`config.mk`:
```
export PLATFORM = sky130hd
export DESIGN_NAME = byte_serializer
export DESIGN_NICKNAME = d
export VERILOG_FILES = /design/src/rtl/byte_serializer.sv
export SDC_FILE = /design/constraint.sdc
export NUM_CORES = 1
export LEC_CHECK = 0
export CAP_MARGIN = 10
export CORE_ASPECT_RATIO = 0.9
export CORE_MARGIN = 4
export CORE_UTILIZATION = 47
export CTS_BUF_LIST = sky130_fd_sc_hd__clkbuf_16
export CTS_CLUSTER_SIZE = 16
export DETAILED_ROUTE_END_ITERATION = 12
export PLACE_DENSITY = 0.76
export SLEW_MARGIN = 40
export SYNTH_ARGS = -nofsm -noshare
export SYNTH_HDL_FRONTEND = slang
export SYNTH_SLANG_ARGS = --single-unit
```
`constraint.sdc`:
```
create_clock -name clk -period 1.8 [get_ports clk]
set_input_delay 0.18 -clock clk [delete_from_list [all_inputs] [get_ports clk]]
set_output_delay 0.18 -clock clk [all_outputs]
set_load 0.01 [all_outputs]
```
`src/rtl/byte_serializer.sv`:
```
// Parallel-to-serial word shifter with optional even-parity bit and a frame counter.
// A new word can be taken on the final bit of a frame, so back-to-back frames have no gap.
module byte_serializer #(
  parameter int   WIDTH     = 8,
  parameter int   MSB_FIRST = 1,
  parameter int   PARITY    = 0,
  parameter logic IDLE_BIT  = 1'b0
) (
  input  logic             clk,
  input  logic             reset,
  input  logic [WIDTH-1:0] in_data,
  input  logic             in_valid,
  output logic             in_ready,
  output logic             out_bit,
  output logic             out_valid,
  output logic             out_last,
  output logic [7:0]       word_count
);

  localparam int CNT_W = (WIDTH > 2) ? $clog2(WIDTH) : 1;
  localparam logic [CNT_W-1:0] LAST_IDX = CNT_W'(WIDTH - 1);
  localparam logic [CNT_W-1:0] PENULT_IDX = CNT_W'(WIDTH - 2);

  typedef enum logic [1:0] {IDLE, DATA, PAR} state_t;

  state_t           state_reg, state_next;
  logic [WIDTH-1:0] shift_reg, shift_next;
  logic [CNT_W-1:0] bit_cnt_reg, bit_cnt_next;
  logic             parity_reg, parity_next;
  logic             out_bit_reg, out_bit_next;
  logic             out_valid_reg, out_valid_next;
  logic             out_last_reg, out_last_next;
  logic [7:0]       count_reg, count_next;

  logic             load_first, next_bit;
  logic [WIDTH-1:0] load_shift, shift_adv;
  logic             last_data, frame_end, accept;

  // The shift register holds only the bits not yet shown; the first bit goes straight to out_bit.
  generate
    if (MSB_FIRST != 0) begin : g_msb
      assign load_first = in_data[WIDTH-1];
      assign load_shift = in_data << 1;
      assign next_bit   = shift_reg[WIDTH-1];
      assign shift_adv  = shift_reg << 1;
    end else begin : g_lsb
      assign load_first = in_data[0];
      assign load_shift = in_data >> 1;
      assign next_bit   = shift_reg[0];
      assign shift_adv  = shift_reg >> 1;
    end
  endgenerate

  always_comb begin
    last_data = (state_reg == DATA) && (bit_cnt_reg == LAST_IDX);
    frame_end = (state_reg == PAR) || (last_data && (PARITY == 0));
    in_ready  = !reset && ((state_reg == IDLE) || frame_end);
    accept    = in_valid && in_ready;
  end

  always_comb begin
    state_next     = state_reg;
    shift_next     = shift_reg;
    bit_cnt_next   = bit_cnt_reg;
    parity_next    = parity_reg;
    out_bit_next   = out_bit_reg;
    out_valid_next = out_valid_reg;
    out_last_next  = out_last_reg;
    count_next     = count_reg;

    case (state_reg)
      IDLE: ;
      DATA: begin
        if (!last_data) begin
          out_bit_next  = next_bit;
          shift_next    = shift_adv;
          bit_cnt_next  = bit_cnt_reg + 1'b1;
          out_last_next = (PARITY == 0) && (bit_cnt_reg == PENULT_IDX);
        end else if (PARITY != 0) begin
          state_next    = PAR;
          out_bit_next  = parity_reg;
          out_last_next = 1'b1;
        end
      end
      PAR: ;
      default: state_next = IDLE;
    endcase

    if (frame_end) begin
      count_next     = count_reg + 8'd1;
      state_next     = IDLE;
      out_valid_next = 1'b0;
      out_last_next  = 1'b0;
      out_bit_next   = IDLE_BIT;
    end

    // Accept overrides the frame-end return to IDLE so the next word follows without a gap.
    if (accept) begin
      state_next     = DATA;
      shift_next     = load_shift;
      bit_cnt_next   = '0;
      parity_next    = ^in_data;
      out_bit_next   = load_first;
      out_valid_next = 1'b1;
      out_last_next  = 1'b0;
    end
  end

  always_ff @(posedge clk) begin
    if (reset) begin
      state_reg     <= IDLE;
      shift_reg     <= '0;
      bit_cnt_reg   <= '0;
      parity_reg    <= 1'b0;
      out_bit_reg   <= IDLE_BIT;
      out_valid_reg <= 1'b0;
      out_last_reg  <= 1'b0;
      count_reg     <= 8'd0;
    end else begin
      state_reg     <= state_next;
      shift_reg     <= shift_next;
      bit_cnt_reg   <= bit_cnt_next;
      parity_reg    <= parity_next;
      out_bit_reg   <= out_bit_next;
      out_valid_reg <= out_valid_next;
      out_last_reg  <= out_last_next;
      count_reg     <= count_next;
    end
  end

  assign out_bit    = out_bit_reg;
  assign out_valid  = out_valid_reg;
  assign out_last   = out_last_reg;
  assign word_count = count_reg;

endmodule

```
==> summary.txt, run 1 <==
Syn Nets: 121
H-tree Lvls: 1
share of cells above drive strength 1: 9.30%
maximum capacitance violations: 0
gp weighted congestion: 0.703
Critical Path Start Type: flip-flop
Max Root-Sink Buffers: 2
setup violation total in the final timing report: 0
DRT antenna net count: 0
Core ar.: 1930 um2
max FFs per register: 8
synth-to-layout area growth: 35.6%
final net count: 145
CTS Buf Count: 3
Clk pin slew, worst setup/hold paths: 0.06 ns
Sink Count: 21
synthesized cell area: 960 um2
Max FO, Critical Path: 8
GRT overflow: 0
initial antenna violation count: 0
# IOs: 23
Final Skew: 0.00149 ns
Worst setup EP type: output port
final hold slack: 0.483 ns
Setup CP Type: reg2out
DR vias/cell: 5.31
Final Hold Violating Endpoints: 0
Syn Inst Count: 106
maximum VDD drop: 877 uV
# rows: 15
drt drc: 0
sequential fraction of the synthesis area: 43.8%
CTS tree: built
Worst Path Arrival: 1.48 ns
vias: 817
leak pwr: 0.488 nW
vias in the first global route: 775
Slew @ Worst Pin: 0.340 ns
Ant. Diodes: 0
Tcrit/Tclk final: 92.1%
IO Port Bufs: 22
Starting DRT DRC Count: 16
Yosys warning count: 0
HPWL after DPL: 1.43 mm
wire length per cell: 12.8 um
most frequent cells in the layout: 21 x dfxtp_1, 21 x clkdlybuf4s50_1, 13 x nor2_1
fin. max-slew vios: 0
Distinct cells, synth: 26
FF+latch count, synth: 21
status: complete, no violations
pwr/cell area: 820 nW/um2
Hold Crit Class: reg2reg
Root Driver: clkbuf_16
Die Width: 55.6 um
largest net degree at the start of global routing: 23
gr usage total: 15.1%
starting density of the core: 49.6%
Post-Route WL: 1.97 mm
RSZ-0062 raised after global routing: no
die height: 50.9 um
Worst EP required: 1.62 ns
Worst-Skew Late Latency: 0.25 ns
min Tclk post-route: 1.66 ns
Syn Area/Cell: 9.05 um2
first-pass GRT wire length: 3.38 mm
Initial DRT Pass Iterations: 4
TNS Setup: 0 ns
Rel. slew slack: 77.3%
die area: 2830 um2
Fmax: 603 MHz
[kinds of logic (layout without fill, tap and decap cells)]
kind of cell | after synthesis | in the layout | share of synthesized area, %
XOR/XNOR | 2 | 2 | 1.83
flip-flops | 21 | 21 | 43.8
AND/OR/NAND/NOR | 41 | 41 | 22.8
buffers and inverters | 9 | 32 | 4.04
multiplexers | 9 | 9 | 9.52
adder cells (fa/ha/maj) | 4 | 4 | 5.22
AO/OA/AOI/OAI | 20 | 20 | 12.8
[cells in the mapped netlist (all sizes together)]
master	count	share of area, %
dfxtp	21	44
nor2	13	5.1
a21oi	9	4.7
mux2i	8	8.3
a211oi	7	5.5
nand2	6	2.3
buf	4	2.1
ha	4	5.2
nand3	4	2.6
clkbuf	3	1.2
nand2b	3	2.0
or3	3	2.0
inv	2	0.78
nand3b	2	1.6
nand4	2	1.3
nor2b	2	1.3
o21ai	2	1.0
o31ai	2	1.6
or4	2	1.6
xor2	2	1.8
mux2	1	1.2
nand4b	1	0.91
nor3	1	0.52
nor3b	1	0.78
or3b	1	0.91
[report_power, final]
| group | internal (W) | switching, W | leakage [nW] |
|---|---|---|---|
| Combinational | 0.0000580 | 0.0000472 | 0.276 |
| Sequential | 0.000484 | 0.0000132 | 0.172 |
| Clock | 0.000298 | 0.000166 | 0.0409 |
| Total | 0.000840 | 0.000227 | 0.488 |
[critical path: stages, from the launching register on]
cell and delay [ns]:
dfxtp_1 0.33, ha_1 0.21, ha_4 0.19, nor2b_1 0.15
nor2_1 0.06, dlygate4sd2_1 0.28
[cell type report]
class	count	area (um2)
fillers	170	632
multi-input cells	76	513
flip-flops and latches	21	420
repair buffers	26	249
clock buffers	3	75.1
well taps	25	31.3
inverters	2	7.51
clock inverters	1	5.00
[per-stage QoR]
stage                     power, W  setup WS (ns)  cell area, um2  util, %  cells
after floorplan           0.000563          0.252             960        -    106
after global placement    0.000610          0.138            1210     62.6    150
after detailed placement  0.000613         0.0814            1210     62.6    150
after CTS                  0.00108          0.131            1300     67.3    154
after global routing       0.00111         0.0583            1300     67.3    154
final                      0.00107          0.142            1300     67.3    154
[metal layers]
metal	up-vias	global-route usage, %	share of wire [%]
met5	-	0	0
met4	0	4.45	0.31
met2	17	28.3	53
li1	420	-	-
met1	378	16.0	41
met3	2	5.05	6.2
[what timing repair did]
action / in CTS / in global routing
setup buffers: 0 / 0
setup endpoints to repair: 1 / 0
endpoints found under the hold margin: 0 / 0
resized for setup: 3 / 0
hold buffers: 0 / 0
[worst paths after layout]
path                                startpoint             to  slack, ns  cells past startpoint
worst max-delay path            bit_cnt_reg[1]       in_ready       0.14                      5
worst min-delay path             word_count[7]  word_count[7]       0.48                      2
worst max register to register  bit_cnt_reg[1]  word_count[7]       0.19                      5
worst min register to register   word_count[7]  word_count[7]       0.48                      2
No activity file was read; power rests on OpenSTA's default activity.
==> run 2, diff against run 1 <==
Settings changed: REMOVE_ABC_BUFFERS set to 1.
==> summary.txt, run 2 (synthesis results as in run 1) <==
Worst Hold Path EP: word_count[7]
Max FO, Critical Path: 5
Clk pin slew, worst setup/hold paths: 0.06 ns
hold path depth: 2
die area: 2830 um2
Worst Path Arrival: 1.44 ns
Sink Count: 21
Final Non-Filler Cells: 155
DRT antenna net count: 0
TNS Setup: 0 ns
status: complete, no violations
Initial DRT Pass Iterations: 4
Final Skew: 0.00139 ns
Final Hold Violating Endpoints: 0
Post-Route WL: 2.07 mm
hold path startpoint: word_count[7]
Starting DRT DRC Count: 12
GRT overflow: 0
pwr/cell area: 818 nW/um2
fin worst setup slack: 0.178 ns
Largest stage delay, worst path: 0.32 ns
vias: 821
drt drc: 0
Core ar.: 1930 um2
largest net degree at the start of global routing: 23
part of the power in registers: 46.8%
setup violation total in the final timing report: 0
postcts setup bufs: 0
gr usage total: 16.4%
gp weighted congestion: 0.768
final net count: 146
worst path bufs/invs: 1
fillcell total: 166
Pint: 0.000837 W
HPWL after DPL: 1.44 mm
r2r setup slk: 0.20 ns
most frequent cells in the layout: 21 x dfxtp_1, 21 x clkdlybuf4s50_1, 13 x nor2_1
Worst EP required: 1.62 ns
Rel. slew slack: 77.7%
max FFs per register: 8
min Tclk post-route: 1.62 ns
reg-to-reg startpoint: bit_cnt_reg[1]
IO Port Bufs: 22
H-tree Lvls: 1
Die Width: 55.6 um
Hold Crit Class: reg2reg
vias in the first global route: 858
placed cell count: 151
die height: 50.9 um
switching pwr: 0.000226 W
Ant. Diodes: 0
starting density of the core: 49.6%
DR vias/cell: 5.30
Slew @ Worst Pin: 0.334 ns
maximum capacitance violations: 0
Worst setup EP type: output port
fin. max-slew vios: 0
sequential cell area: 420 um2
Max Root-Sink Buffers: 2
R2R Path End: word_count[7]
# IOs: 23
Root Driver: clkbuf_16
pre-CTS WS: 0.174 ns
worst path cell trace: ha_1 -> ha_2 -> nor2b_2 -> nor2_1 -> dlygate4sd2_1
Critical Path Start Type: flip-flop
RSZ-0062 raised after global routing: no
Worst-Skew Late Latency: 0.25 ns
Fmax: 617 MHz
footprint of the multi-input gates: 505 um2
share of cells above drive strength 1: 10.0%
Power Total: 0.00106 W
leak pwr: 0.496 nW
# rows: 15
crit-path leading delay family: adder cells
CTS Buf Count: 3
Setup CP Type: reg2out
Post-Place Cell Area: 1220 um2
Comb power frac: 10.1%
maximum VDD drop: 913 uV
r2r worst-path depth: 5
initial antenna violation count: 0
CTS tree: built
Design Area, Final: 1300 um2
synth-to-layout area growth: 35.5%
wire length per cell: 13.4 um
first-pass GRT wire length: 3.64 mm
slowest CP cell: dfxtp_1
Net Sw Frac: 21.2%
clock network power share: 43.1%
Tcrit/Tclk final: 90.1%
[run 2: metal layers]
metal,up-vias,GRT usage (%),part of all wire (%)
met5,-,0,0
met4,0,3.64,0.58
met3,2,5.56,6.3
met2,21,31.1,50
met1,373,17.6,43
li1,425,-,-
[run 2: repair_timing]
item	in CTS	in global routing
resized for setup	3	0
hold buffers	0	0
endpoints found under the setup margin	1	0
[run 2: how the worst max path moves through the flow]
| stage | start | end | slack (ns) | cells after the start |
|---|---|---|---|---|
| final | bit_cnt_reg[1] | in_ready | 0.18 | 5 |
| after global routing | bit_cnt_reg[1] | shift_reg[3] | 0.03 | 6 |
| after CTS | bit_cnt_reg[1] | in_ready | 0.17 | 5 |
| after detailed placement | bit_cnt_reg[1] | in_ready | 0.17 | 5 |
| after global placement | bit_cnt_reg[0] | in_ready | 0.19 | 5 |
| after floorplan | bit_cnt_reg[1] | word_count[7] | 0.25 | 5 |
[run 2: final cells by class]
type                       count  share of cell area, %
multi-input combinational     76                   38.9
sequential                    21                   32.3
inverter                       2                  0.577
clock buffer                   3                   5.77
timing repair buffer          27                   19.7
tap                           25                   2.41
clock inverter                 1                  0.289
[run 2: power groups by stage]
stage	Combinational [W]	Clock, W	Sequential (W)
floorplan	0.0000445	0	0.000506
global placement	0.000104	0	0.000506
detailed placement	0.000108	0	0.000507
CTS	0.000108	0.000468	0.000497
global route	0.000121	0.000488	0.000500
finish	0.000107	0.000458	0.000498
[run 2: through the flow]
| stage | hold slack [ns] | util (%) |
|---|---|---|
| 3_5_place_dp | 0.478 | 63.0 |
| 2_1_floorplan | 0.249 | - |
| 5_1_grt | 0.529 | 67.2 |
| 4_1_cts | 0.487 | 67.2 |
| 3_3_place_gp | 0.462 | 63.0 |
| 6_report | 0.482 | 67.2 |
[run 2: worst register-to-register path: stages, from the launching register on]
cell	delay, ns
dfxtp_1	0.35
ha_1	0.16
ha_2	0.23
nand3_2	0.13
or4_1	0.52
a21oi_1	0.15
==> run 3, diff against run 2 <==
Settings changed: CORE_UTILIZATION 47 to 39, PLACE_DENSITY 0.76 to 0.68.
Clock period 1.8 ns to 1.45 ns, I/O delays scaled along.
==> summary.txt, run 3 (synthesis results as in run 1) <==
most frequent cells in the layout: 20 x clkdlybuf4s50_1, 17 x dfxtp_1, 13 x nor2_1
Slew @ Worst Pin: 0.293 ns
failing checks: negative setup slack
switching pwr: 0.000279 W
fin worst setup slack: -0.00979 ns
r2r setup slk: -0.01 ns
fin. max-slew vios: 0
Worst-Skew Late Latency: 0.25 ns
final hold slack: 0.486 ns
r2r worst-path depth: 5
vias: 855
largest net degree at the start of global routing: 23
# rows: 16
Starting DRT DRC Count: 22
Max FO, Critical Path: 6
Max Root-Sink Buffers: 2
Initial DRT Pass Iterations: 3
gr usage total: 14.4%
Tcrit/Tclk final: 101%
IO Port Bufs: 22
H-tree Lvls: 1
leak pwr: 0.536 nW
R2R Path End: word_count[5]
Final Skew: 0.000867 ns
clock network power share: 42.5%
max FFs per register: 8
gp weighted congestion: 0.759
Post-Route WL: 2.16 mm
fillcell total: 197
Worst Path Arrival: 1.65 ns
Design Area, Final: 1410 um2
Final Hold Violating Endpoints: 0
maximum VDD drop: 504 uV
Die Width: 60.3 um
GRT overflow: 0
Worst Hold Path EP: out_bit
maximum capacitance violations: 0
# IOs: 23
first-pass GRT wire length: 3.62 mm
Power Total: 0.00133 W
Comb power frac: 10.9%
Hold Crit Class: reg2reg
starting density of the core: 42.4%
Worst setup EP type: flip-flop
Worst EP required: 1.64 ns
reg-to-reg startpoint: bit_cnt_reg[1]
die height: 55.1 um
Post-Place Cell Area: 1260 um2
wire length per cell: 13.3 um
hold path startpoint: out_bit
Setup CP Type: reg2reg
die area: 3320 um2
final net count: 152
CTS Buf Count: 3
synth-to-layout area growth: 47.2%
CTS tree: built
setup violation total in the final timing report: 1
initial antenna violation count: 0
Net Sw Frac: 21.0%
DR vias/cell: 5.25
DRT antenna net count: 0
RSZ-0062 raised after global routing: yes
status: finished, violations left
Pint: 0.00105 W
pwr/cell area: 941 nW/um2
most common cell after layout, fill and taps aside: clkdlybuf4s50_1
Root Driver: clkbuf_16
Critical Path Start Type: flip-flop
vias in the first global route: 862
Rel. slew slack: 80.3%
share of cells above drive strength 1: 22.1%
hold path depth: 2
part of the power in registers: 46.5%
Clk pin slew, worst setup/hold paths: 0.05 ns
Ant. Diodes: 0
Core ar.: 2260 um2
Fmax: 685 MHz
drt drc: 0
Sink Count: 21
footprint of the multi-input gates: 563 um2
HPWL after DPL: 1.54 mm
sequential cell area: 425 um2
min Tclk post-route: 1.46 ns
TNS Setup: -0.00979 ns
run 3: how the worst max path moves through the flow:
stage	from	endpoint	slack [ns]	cells after the start
floorplan	bit_cnt_reg[1]	word_count[7]	-0.1	5
global placement	bit_cnt_reg[0]	in_ready	-0.13	5
detailed placement	bit_cnt_reg[0]	in_ready	-0.15	5
CTS	bit_cnt_reg[1]	word_count[5]	0.003	5
global route	bit_cnt_reg[1]	word_count[5]	-0.06	5
finish	bit_cnt_reg[1]	word_count[5]	-0.01	5
run 3: layout make-up:
class                      instances  share of cell area, %
sequential                        21                   30.1
multi-input combinational         76                   39.9
inverter                           2                  0.531
clock buffer                       3                   5.31
timing repair buffer              33                   21.5
tap                               27                   2.39
clock inverter                     1                  0.266
run 3: what timing repair did:
action	CTS	global route
buffers inserted	0	0
hold buffers	0	0
pin swaps	4	3
endpoints found under the setup margin	15	10
resized for setup	16	8
run 3: metal layers:
metal  vias to the layer above  share of wire, %  track usage, %  wire length [um]
met4                         0              0.32            6.27                 7
met2                        14                51            25.9              1100
met1                       399                45            16.3               973
li1                        440                 -               -                 -
met5                         -                 0               0                 0
met3                         2               3.8            3.25                82
run 3: through the flow:
stage          setup WS, ns  utilization (%)  cells
2_1_floorplan       -0.0998                -     99
3_3_place_gp         -0.128             55.9    159
3_5_place_dp         -0.154             55.9    159
4_1_cts             0.00288             61.2    163
5_1_grt             -0.0557             62.4    163
6_report           -0.00979             62.4    163
run 3: power by group through the flow:
stage / Combinational [W] / Clock [W] / Sequential (W)
2_1_floorplan: 0.0000552 / 0 / 0.000628
3_3_place_gp: 0.000140 / 0 / 0.000627
3_5_place_dp: 0.000142 / 0 / 0.000627
4_1_cts: 0.000143 / 0.000581 / 0.000618
5_1_grt: 0.000160 / 0.000601 / 0.000621
6_report: 0.000145 / 0.000566 / 0.000618
run 3: worst max-delay path: stages, from the launching register on:
cell     delay (ns)
dfxtp_2        0.35
ha_4           0.14
ha_4           0.17
nand3_4        0.09
or4_4          0.49
a21oi_2        0.14
